**src/rtl/priv_1_12_csr_sequencer_pkg.sv**
```systemverilog
// Types shared by the Zicsr read-modify-write sequencer, its ALU and its pipeline interface.
package priv_1_12_csr_sequencer_pkg;

    typedef logic [31:0] word_t;
    typedef logic [11:0] csr_addr_t;

    typedef enum logic [1:0] {
        PRIV_U    = 2'b00,
        PRIV_S    = 2'b01,
        PRIV_RSVD = 2'b10,
        PRIV_M    = 2'b11
    } priv_level_t;

    // funct3 encodings of the SYSTEM opcode; 000 and 100 are not Zicsr ops
    typedef enum logic [2:0] {
        CSR_ILL0 = 3'b000,
        CSR_RW   = 3'b001,
        CSR_RS   = 3'b010,
        CSR_RC   = 3'b011,
        CSR_ILL4 = 3'b100,
        CSR_RWI  = 3'b101,
        CSR_RSI  = 3'b110,
        CSR_RCI  = 3'b111
    } csr_op_t;

    typedef enum logic [1:0] {
        SEQ_IDLE,
        SEQ_READ,
        SEQ_WRITE,
        SEQ_RESP
    } seq_state_t;

endpackage

```
**src/rtl/priv_1_12_csr_sequencer_if.sv**
```systemverilog
// Request/response channel between the execute stage and the CSR sequencer.
interface priv_1_12_csr_sequencer_if;
    import priv_1_12_csr_sequencer_pkg::*;

    logic       req_valid;
    logic       req_ready;
    logic [2:0] req_op;
    csr_addr_t  req_addr;
    word_t      req_rs1_val;
    logic [4:0] req_uimm;

    logic       rsp_valid;
    logic       rsp_ready;
    word_t      rsp_rdata;
    logic       rsp_illegal;

    modport master (
        output req_valid, req_op, req_addr, req_rs1_val, req_uimm, rsp_ready,
        input  req_ready, rsp_valid, rsp_rdata, rsp_illegal
    );

    modport slave (
        input  req_valid, req_op, req_addr, req_rs1_val, req_uimm, rsp_ready,
        output req_ready, rsp_valid, rsp_rdata, rsp_illegal
    );

endinterface

```
**src/rtl/priv_1_12_csr_alu.sv**
```systemverilog
// Combinational new-value generator for CSRRW/RS/RC and their immediate forms.
module priv_1_12_csr_alu
    import priv_1_12_csr_sequencer_pkg::*;
(
    input  csr_op_t op,
    input  word_t   old_val,
    input  word_t   operand,
    output word_t   new_val
);

    always_comb begin
        new_val = old_val;
        case (op)
            CSR_RW, CSR_RWI: new_val = operand;
            CSR_RS, CSR_RSI: new_val = old_val | operand;
            CSR_RC, CSR_RCI: new_val = old_val & ~operand;
            default:         new_val = old_val;
        endcase
    end

endmodule

```
**src/rtl/priv_1_12_csr_sequencer.sv**
```systemverilog
// Sequences one Zicsr instruction as a read phase then an optional write phase,
// applying privilege and read-only checks before any write reaches the CSR file.
module priv_1_12_csr_sequencer
    import priv_1_12_csr_sequencer_pkg::*;
#(
    parameter bit CHECK_PRIV          = 1'b1,
    parameter bit SUPPRESS_ZERO_WRITE = 1'b1
) (
    input  logic                     CLK,
    input  logic                     RST,
    priv_1_12_csr_sequencer_if.slave pipe,
    input  priv_level_t              curr_priv,
    output csr_addr_t                csr_addr,
    output logic                     csr_mod,
    output word_t                    new_csr_val,
    input  word_t                    old_csr_val,
    input  logic                     invalid_csr
);

    seq_state_t state;
    csr_op_t    op_q;
    word_t      operand_q;
    logic       is_zero_q;
    word_t      rdata_q;

    logic       req_ready;
    logic       rsp_valid;
    logic       rsp_illegal;
    word_t      rsp_rdata;

    logic [1:0] priv_lvl;
    logic       reserved_op;
    logic       do_write;
    logic       priv_fail;
    logic       ro_fail;
    logic       illegal;
    word_t      alu_val;

    assign priv_lvl = curr_priv;

    // Evaluated while in READ, where csr_addr and invalid_csr refer to the latched op
    always_comb begin
        reserved_op = (op_q == CSR_ILL0) || (op_q == CSR_ILL4);
        do_write    = (op_q == CSR_RW) || (op_q == CSR_RWI) ||
                      !(SUPPRESS_ZERO_WRITE && is_zero_q);
        priv_fail   = CHECK_PRIV && (csr_addr[9:8] > priv_lvl);
        ro_fail     = CHECK_PRIV && do_write && (csr_addr[11:10] == 2'b11);
        illegal     = reserved_op || invalid_csr || priv_fail || ro_fail;
    end

    // Write data comes from the value captured in READ, not the live CSR read port
    priv_1_12_csr_alu alu (
        .op      (op_q),
        .old_val (rdata_q),
        .operand (operand_q),
        .new_val (alu_val)
    );

    assign new_csr_val      = csr_mod ? alu_val : '0;
    assign pipe.req_ready   = req_ready;
    assign pipe.rsp_valid   = rsp_valid;
    assign pipe.rsp_rdata   = rsp_rdata;
    assign pipe.rsp_illegal = rsp_illegal;

    always_ff @(posedge CLK) begin
        if (state == SEQ_IDLE && pipe.req_valid) begin
            op_q      <= csr_op_t'(pipe.req_op);
            operand_q <= pipe.req_op[2] ? {27'd0, pipe.req_uimm} : pipe.req_rs1_val;
            is_zero_q <= (pipe.req_uimm == 5'd0);
        end
        if (state == SEQ_READ) begin
            rdata_q <= old_csr_val;
        end
    end

    always_ff @(posedge CLK) begin
        if (RST) begin
            state       <= SEQ_IDLE;
            req_ready   <= 1'b1;
            rsp_valid   <= 1'b0;
            rsp_rdata   <= '0;
            rsp_illegal <= 1'b0;
            csr_mod     <= 1'b0;
            csr_addr    <= '0;
        end else begin
            case (state)
                SEQ_IDLE: begin
                    if (pipe.req_valid) begin
                        state     <= SEQ_READ;
                        req_ready <= 1'b0;
                        csr_addr  <= pipe.req_addr;
                    end
                end
                SEQ_READ: begin
                    if (do_write && !illegal) begin
                        state   <= SEQ_WRITE;
                        csr_mod <= 1'b1;
                    end else begin
                        state       <= SEQ_RESP;
                        rsp_valid   <= 1'b1;
                        rsp_illegal <= illegal;
                        rsp_rdata   <= illegal ? '0 : old_csr_val;
                    end
                end
                SEQ_WRITE: begin
                    state       <= SEQ_RESP;
                    csr_mod     <= 1'b0;
                    rsp_valid   <= 1'b1;
                    rsp_illegal <= 1'b0;
                    rsp_rdata   <= rdata_q;
                end
                SEQ_RESP: begin
                    if (pipe.rsp_ready) begin
                        state       <= SEQ_IDLE;
                        req_ready   <= 1'b1;
                        rsp_valid   <= 1'b0;
                        rsp_illegal <= 1'b0;
                        rsp_rdata   <= '0;
                    end
                end
                default: state <= SEQ_IDLE;
            endcase
        end
    end

endmodule

```
**src/flat_wrapper.sv**
```systemverilog
// flat-port wrapper written by rule: the top's interface ports become plain ports
module priv_1_12_csr_sequencer_flat import priv_1_12_csr_sequencer_pkg::*;
#(
    parameter bit CHECK_PRIV          = 1'b1,
    parameter bit SUPPRESS_ZERO_WRITE = 1'b1
)
  (CLK, RST, curr_priv, csr_addr, csr_mod, new_csr_val, old_csr_val, invalid_csr, pipe_req_valid, pipe_req_op, pipe_req_addr, pipe_req_rs1_val, pipe_req_uimm, pipe_rsp_ready, pipe_req_ready, pipe_rsp_valid, pipe_rsp_rdata, pipe_rsp_illegal);
  priv_1_12_csr_sequencer_if pipe_i ();
  input  logic CLK;
  input  logic RST;
  input  priv_level_t curr_priv;
  output csr_addr_t csr_addr;
  output logic csr_mod;
  output word_t new_csr_val;
  input  word_t old_csr_val;
  input  logic invalid_csr;
  input wire logic [$bits(pipe_i.req_valid)-1:0] pipe_req_valid;
  input wire logic [$bits(pipe_i.req_op)-1:0] pipe_req_op;
  input wire logic [$bits(pipe_i.req_addr)-1:0] pipe_req_addr;
  input wire logic [$bits(pipe_i.req_rs1_val)-1:0] pipe_req_rs1_val;
  input wire logic [$bits(pipe_i.req_uimm)-1:0] pipe_req_uimm;
  input wire logic [$bits(pipe_i.rsp_ready)-1:0] pipe_rsp_ready;
  output wire logic [$bits(pipe_i.req_ready)-1:0] pipe_req_ready;
  output wire logic [$bits(pipe_i.rsp_valid)-1:0] pipe_rsp_valid;
  output wire logic [$bits(pipe_i.rsp_rdata)-1:0] pipe_rsp_rdata;
  output wire logic [$bits(pipe_i.rsp_illegal)-1:0] pipe_rsp_illegal;
  assign pipe_i.req_valid = pipe_req_valid;
  assign pipe_i.req_op = pipe_req_op;
  assign pipe_i.req_addr = pipe_req_addr;
  assign pipe_i.req_rs1_val = pipe_req_rs1_val;
  assign pipe_i.req_uimm = pipe_req_uimm;
  assign pipe_i.rsp_ready = pipe_rsp_ready;
  assign pipe_req_ready = pipe_i.req_ready;
  assign pipe_rsp_valid = pipe_i.rsp_valid;
  assign pipe_rsp_rdata = pipe_i.rsp_rdata;
  assign pipe_rsp_illegal = pipe_i.rsp_illegal;
  priv_1_12_csr_sequencer #(.CHECK_PRIV(CHECK_PRIV), .SUPPRESS_ZERO_WRITE(SUPPRESS_ZERO_WRITE)) u_core (.CLK(CLK), .RST(RST), .pipe(pipe_i), .curr_priv(curr_priv), .csr_addr(csr_addr), .csr_mod(csr_mod), .new_csr_val(new_csr_val), .old_csr_val(old_csr_val), .invalid_csr(invalid_csr));
endmodule
```
**config.mk**
```make
export PLATFORM = sky130hd
export DESIGN_NAME = priv_1_12_csr_sequencer_flat
export DESIGN_NICKNAME = d
export VERILOG_FILES = /design/src/rtl/priv_1_12_csr_sequencer_pkg.sv /design/src/rtl/priv_1_12_csr_sequencer_if.sv /design/src/rtl/priv_1_12_csr_alu.sv /design/src/rtl/priv_1_12_csr_sequencer.sv /design/src/flat_wrapper.sv
export SDC_FILE = /design/constraint.sdc
export NUM_CORES = 1
export LEC_CHECK = 0
export CORE_MARGIN = 5
export CORE_UTILIZATION = 58
export CTS_CLUSTER_DIAMETER = 50
export DETAILED_ROUTE_END_ITERATION = 8
export DONT_BUFFER_PORTS = 1
export GPL_TIMING_DRIVEN = 0
export PLACE_DENSITY = 0.78
export SYNTH_ARGS = -nofsm -noshare
export SYNTH_HDL_FRONTEND = slang
export SYNTH_SLANG_ARGS = --single-unit
```
**constraint.sdc**
```tcl
create_clock -name CLK -period 2.5 [get_ports CLK]
set_input_delay 0.5 -clock CLK [delete_from_list [all_inputs] [get_ports CLK]]
set_output_delay 0.5 -clock CLK [all_outputs]
set_load 0.02 [all_outputs]
```
==> Word level (Yosys, flattened, before mapping) <==
Cells that the tools add are included.
{ "classes": {"n_lt_le_gt_ge": 1, "eq_ne": 15, "mux": 21, "bitwise": 3, "reduce_logical": 25} }
{ "ops": {"columns": ["operator", "count"], "rows": [
  ["32-bit case mux with 3 select lines", 2],
  ["32-bit 2-to-1 mux", 4],
  ["32-bit AND", 1],
  ["32-bit inverter", 1],
  ["32-bit OR", 1],
  ["3-bit == test (second input constant)", 4],
  ["2-bit != test (second input constant)", 4],
  ["2-bit case mux with 4 select lines", 1],
  ["1-bit 2-to-1 mux", 7],
  ["2-bit == test (second input constant)", 3],
  ["3-bit by 2-bit == test with 1-bit output (second input constant)", 2],
  ["1-bit logical OR", 6],
  ["1-bit case mux with 3 select lines", 2],
  ["2-bit AND reduction", 3],
  ["3-bit AND reduction", 2],
  ["2-bit OR reduction", 3],
  ["5-bit zero test", 1],
  ["5-bit 2-to-1 mux", 1],
  ["2-bit 2-to-1 mux", 2],
  ["1-bit case mux with 2 select lines", 2],
  ["2-bit nonzero test", 2],
  ["3-bit by 1-bit == test with 1-bit output (second input constant)", 1],
  ["1-bit logical AND", 3],
  ["3-bit zero test", 1],
  ["other kinds (5)", 6]
]} }
{ "totals": {"ff_bits": 118, "output_inout_bits": 80} }

==> Longest topological paths before layout <==
{ "depth": {"word_depth": 9, "mapped_depth": 8} }

==> Cells and area by module <==
From an unflattened synthesis, not the netlist that was laid out.
{ "unflattened": {"cells_unflattened": 621, "area_unflattened_um2": 6324.8} }
{ "modules_own_cells": {"columns": ["mod", "instances", "cells_each", "area_each_um2", "seq_area_each_um2"], "rows": [
  ["priv_1_12_csr_sequencer", 1, 479, 5396.4, 3042.9],
  ["priv_1_12_csr_alu", 1, 142, 928.4, 0.0]
]} }

==> Worst setup path after synthesis <==
OpenSTA, ideal clock, no wires.
{ "synth_timing": {"kind": "reg-to-reg", "from": "register u_core.state[1]", "to": "register u_core.rsp_valid (netlist: u_core.pipe.rsp_valid)", "arrival_ns": 2.511, "required_time_ns": 2.377, "setup_slack_ns": -0.134, "path_stages_with_launch": 8, "path_buffers": 2, "cell_sequence": "dfxtp_1 > inv_1 > ha_1 > buf_2 > o31ai_4 > a41oi_4 > buf_6 > mux2_1"} }
{ "synth_between": {"elab_chain_cells": 3, "word_cells_on_any_way": 8, "classes_between": "eq/ne: 5; mux: 1; reduce/logical: 2"} }
{ "synth_lines": {"columns": ["item", "line", "rtl"], "rows": [
  ["from (decl)", "priv_1_12_csr_sequencer.sv:20", "seq_state_t state;"],
  ["from (signal assigned)", "priv_1_12_csr_sequencer.sv:78", "state <= SEQ_IDLE;"],
  ["from (signal assigned)", "priv_1_12_csr_sequencer.sv:89", "state <= SEQ_READ;"],
  ["from (signal assigned)", "priv_1_12_csr_sequencer.sv:96", "state <= SEQ_WRITE;"],
  ["2-bit by 1-bit == test with 1-bit output or 2-bit == test (tied branches)", "priv_1_12_csr_sequencer.sv:86", "case (state)"],
  ["2-bit != test (no source line) or 3-bit nonzero test (tied branches)", null, null],
  ["3-bit AND reduction (no source line)", null, null],
  ["to (signal assigned)", "priv_1_12_csr_sequencer.sv:80", "rsp_valid <= 1'b0;"],
  ["to (signal assigned)", "priv_1_12_csr_sequencer.sv:100", "rsp_valid <= 1'b1;"],
  ["to (signal assigned)", "priv_1_12_csr_sequencer.sv:108", "rsp_valid <= 1'b1;"],
  ["to (decl)", "priv_1_12_csr_sequencer.sv:27", "logic rsp_valid;"]
]} }
Several ways; a longest one is shown, not always the timed one.
A chain may end at the register's enable or synchronous reset.

==> Final worst setup path <==
{ "layout_timing": {"from": "register u_core.op_q[1]", "to": "output new_csr_val[15]"} }
{ "layout_between": {"elab_chain_cells": 4, "word_cells_on_any_way": 11, "classes_between": "eq/ne: 6; mux: 2; reduce/logical: 3"} }
{ "layout_lines": {"columns": ["item", "line", "rtl"], "rows": [
  ["from (decl)", "priv_1_12_csr_sequencer.sv:21", "csr_op_t op_q;"],
  ["from (signal assigned)", "priv_1_12_csr_sequencer.sv:67", "op_q <= csr_op_t'(pipe.req_op);"],
  ["3-bit by 2-bit == test with 1-bit output, or another cell as far along", "priv_1_12_csr_alu.sv:13", "case (op)"],
  ["2-bit OR reduction", "priv_1_12_csr_alu.sv:13", null],
  ["32-bit case mux with 3 select lines (*)", "priv_1_12_csr_alu.sv:13", null],
  ["32-bit 2-to-1 mux (*)", "priv_1_12_csr_sequencer.sv:59", "assign new_csr_val = csr_mod ? alu_val : '0;"],
  ["to (decl)", "flat_wrapper.sv:14", "output word_t new_csr_val;"]
]} }
Mark *: on every way between the ends. The rest lies on a longest branch, timed or not.

==> metrics.cfg <==
[yosys]
synth_top_cell_area_share_pct = 32.3
postSynth.asyncResetShare_pct = 0
yosysSeqAreaShare_pct = 48.4
ys_types = 42
syn_area_per_cell_um2 = 10.5
synth-simple-area-share_pct = 23.3
ys_top_cells_by_area = edfxtp_1, dfxtp_1, nor2b_1, a32oi_1, a22oi_1
synth_seq_cells = 117
ys.flop_type = edfxtp_1
synth.area.mux_share_pct = 1.25
synth_top_area_cell = edfxtp_1
yosysWarnings = 0
synth.most_common_cell = nor2b_1
synthesis.area_mm2 = 0.00622
syn-num-nets = 691
synth_adder_area_share_pct = 1.21
synth-compound-area-share_pct = 20.5
synth_xor_area_share_pct = 0.141
synth_edf_count = 67
synth_cells = 594
synth_top_family_by_area = simple AND/OR/NAND/NOR gates
synth_commonest_cells = nor2b_1, edfxtp_1, dfxtp_1

[power]
p_total_uw = 8630
power_leakage_uw = 0.00236
ir_drop_uv = 677
power_density_mw_per_mm2 = 1180

[routing]
dr.pass1.iters = 5
wl_um = 19000
postRouteAntennaNets = 0
drt_iter0_drc = 513
vias = 5186
drc = 0
avgRoutedWirePerCell_um = 24.6
via_per_inst = 6.72

[global_route]
grt_pass1_vias = 5191
grt_use_total_pct = 28.9
grt_pass1_wl_um = 28600
grt_antenna_before_repair = 1
grt_max_degree = 36
globalRoute.totalOverflow = 0

[hold_path]
worst_hold_path.num_cells = 0
min_path_type = input port to register

[clock_tree]
clk_pin_slew_ps = 60
cts_buffer_depth = 2
insertion_delay_ps = 530
cts_sinks = 117
cts_tree = done
htree_levels = 4
cts-buffers-inserted = 17
cts-root-buf = clkbuf_8
postCtsHoldBufs = 0

[place]
dp_hpwl_um = 12700
place_area_mm2 = 0.00641
numPortBuffers = 0
globalplace.congestion = 0.851

[sta]
worst_pin_slew_ps = 689
slew_headroom_pct = 54.1
rsz0062_at_grt = true
finalCritPeriodShare_pct = 99.9
drv_slew = 0
period_needed_ps = 2500
fmax_mhz = 400
fin_setup_tns_ps = 0
finalHoldViolCount = 0
setup_viol = 0
skew_ps = 9.87

[final_layout]
drive_gt1_share_pct = 22.0
design_area_mm2 = 0.00730
final.fill_count = 778
area.growth.synth_to_final_pct = 17.3
nets = 719

[floorplan]
initial_core_util_pct = 59.7
core_mm2 = 0.0104
boundaryPins = 171
dieArea_mm2 = 0.0129
rows = 37
die_x_um = 114
fp.dieH_um = 114

[critical_path]
worst-endpoint-arrival_ps = 2000
crit_path_max_fanout = 10
criticalPathCategory = register to output pin
ff2ff_path_depth = 7
cp-end-kind = output pin
start_kind = register
worstPathRequired_ps = 2000

[status]
outcome = finished clean

[job]
drv_cap = 0

-- worst paths after layout --
path / from / end / slack [ps]
worst max-delay path: u_core.op_q[1] / new_csr_val[15] / 2
worst min-delay path: old_csr_val[30] / u_core.rdata_q[30] / 60
worst max register to register: u_core.csr_addr[9] / u_core.pipe.rsp_valid / 160
worst min register to register: u_core.csr_addr[3] / u_core.csr_addr[3] / 560
-- state kept, by name, summed over array words and instances, names as in the netlist --
register	cells
u_core.operand_q	32
u_core.csr_addr	12
u_core.rdata_q	32
u_core.is_zero_q	1
u_core.op_q	2
u_core.pipe.rsp_rdata	32
u_core.pipe.rsp_illegal	1
u_core.csr_mod	1
u_core.pipe.rsp_valid	1
u_core.pipe.req_ready	1
u_core.state	2
-- critical path, stage by stage (launching register included) --
cell and delay [ps]:
edfxtp_1 460, inv_1 150, buf_2 220, o21ai_0 320, a22oi_2 120, nor2b_4 200
-- per-stage QoR --
stage / util [%] / hold slack [ps] / setup WS (ps) / instances
floorplan: - / 513 / 85.3 / 594
global placement: 61.4 / 526 / -592 / 730
detailed placement: 61.6 / 554 / -323 / 731
CTS: 68.3 / 42.1 / 11.6 / 767
global route: 70.1 / 31.2 / -88.1 / 772
finish: 70.1 / 57.6 / 2.30 / 772
-- timing repair --
item | 4_1_cts | 5_1_grt
buffers inserted | 4 | 3
endpoints found under the setup margin | 66 | 35
pin swaps | 1 | 5
cloned | 0 | 1
resized for setup | 50 | 36
-- placed cells by master, fill, tap and decap left out, types with 2 or more instances in the layout --
cell	synthesis	layout
buf_1	2	2
nor3b_1	32	32
nor4_1	32	32
clkbuf_1	34	32
nand2_1	27	27
buf_6	3	4
nor2_1	5	5
ha_1	6	5
nor2b_4	0	11
clkbuf_16	0	17
a22oi_1	32	20
nor2b_2	0	21
buf_12	0	2
a22oi_2	0	12
o21ai_1	0	3
clkinv_1	0	3
a32oi_1	32	32
a2111oi_1	13	13
o21ai_0	34	31
a2111oi_0	4	4
buf_2	21	22
nor2b_1	96	64
a21oi_1	16	16
dfxtp_1	50	49
buf_8	0	4
inv_1	7	7
a2111oi_2	15	15
clkbuf_2	0	5
edfxtp_1	67	67
nor3_1	2	2
clkbuf_8	0	2
buf_4	3	7
mux2_2	5	5
nand2b_1	37	37
a31oi_1	2	2
-- layer usage --
metal  share of wire, %  global-route usage, %  vias up
li1                   -                      -     2318
met1                 40                   35.8     2526
met2                 47                   45.7      299
met3                 11                   11.9       43
met4                2.3                   9.78        0
met5                  0                      0        -
-- kinds of logic after synthesis --
family	Yosys count
xor+xnor	1
compound gates	156
buf+inv	70
fa+ha+maj	6
flops	117
simple gates	237
mux	7
-- report_power, final --
part / internal, uW / total, uW / switching [uW]
Sequential: 2640 / 3450 / 811
Clock: 1330 / 2150 / 816
Combinational: 1250 / 3030 / 1780
Total: 5220 / 8630 / 3410
-- area by class of cell --
cell class	count	area, um2	area share (%)
sequential	117	3010	41.3
timing repair buffer	9	121	1.66
antenna	1	2.50	0.0343
inverter	7	26.3	0.360
clock buffer	26	458	6.27
tap	136	170	2.33
multi-input combinational	407	3110	42.6
buffer	63	342	4.68
clock inverter	6	53.8	0.737
No activity file was read; power rests on OpenSTA's default activity.
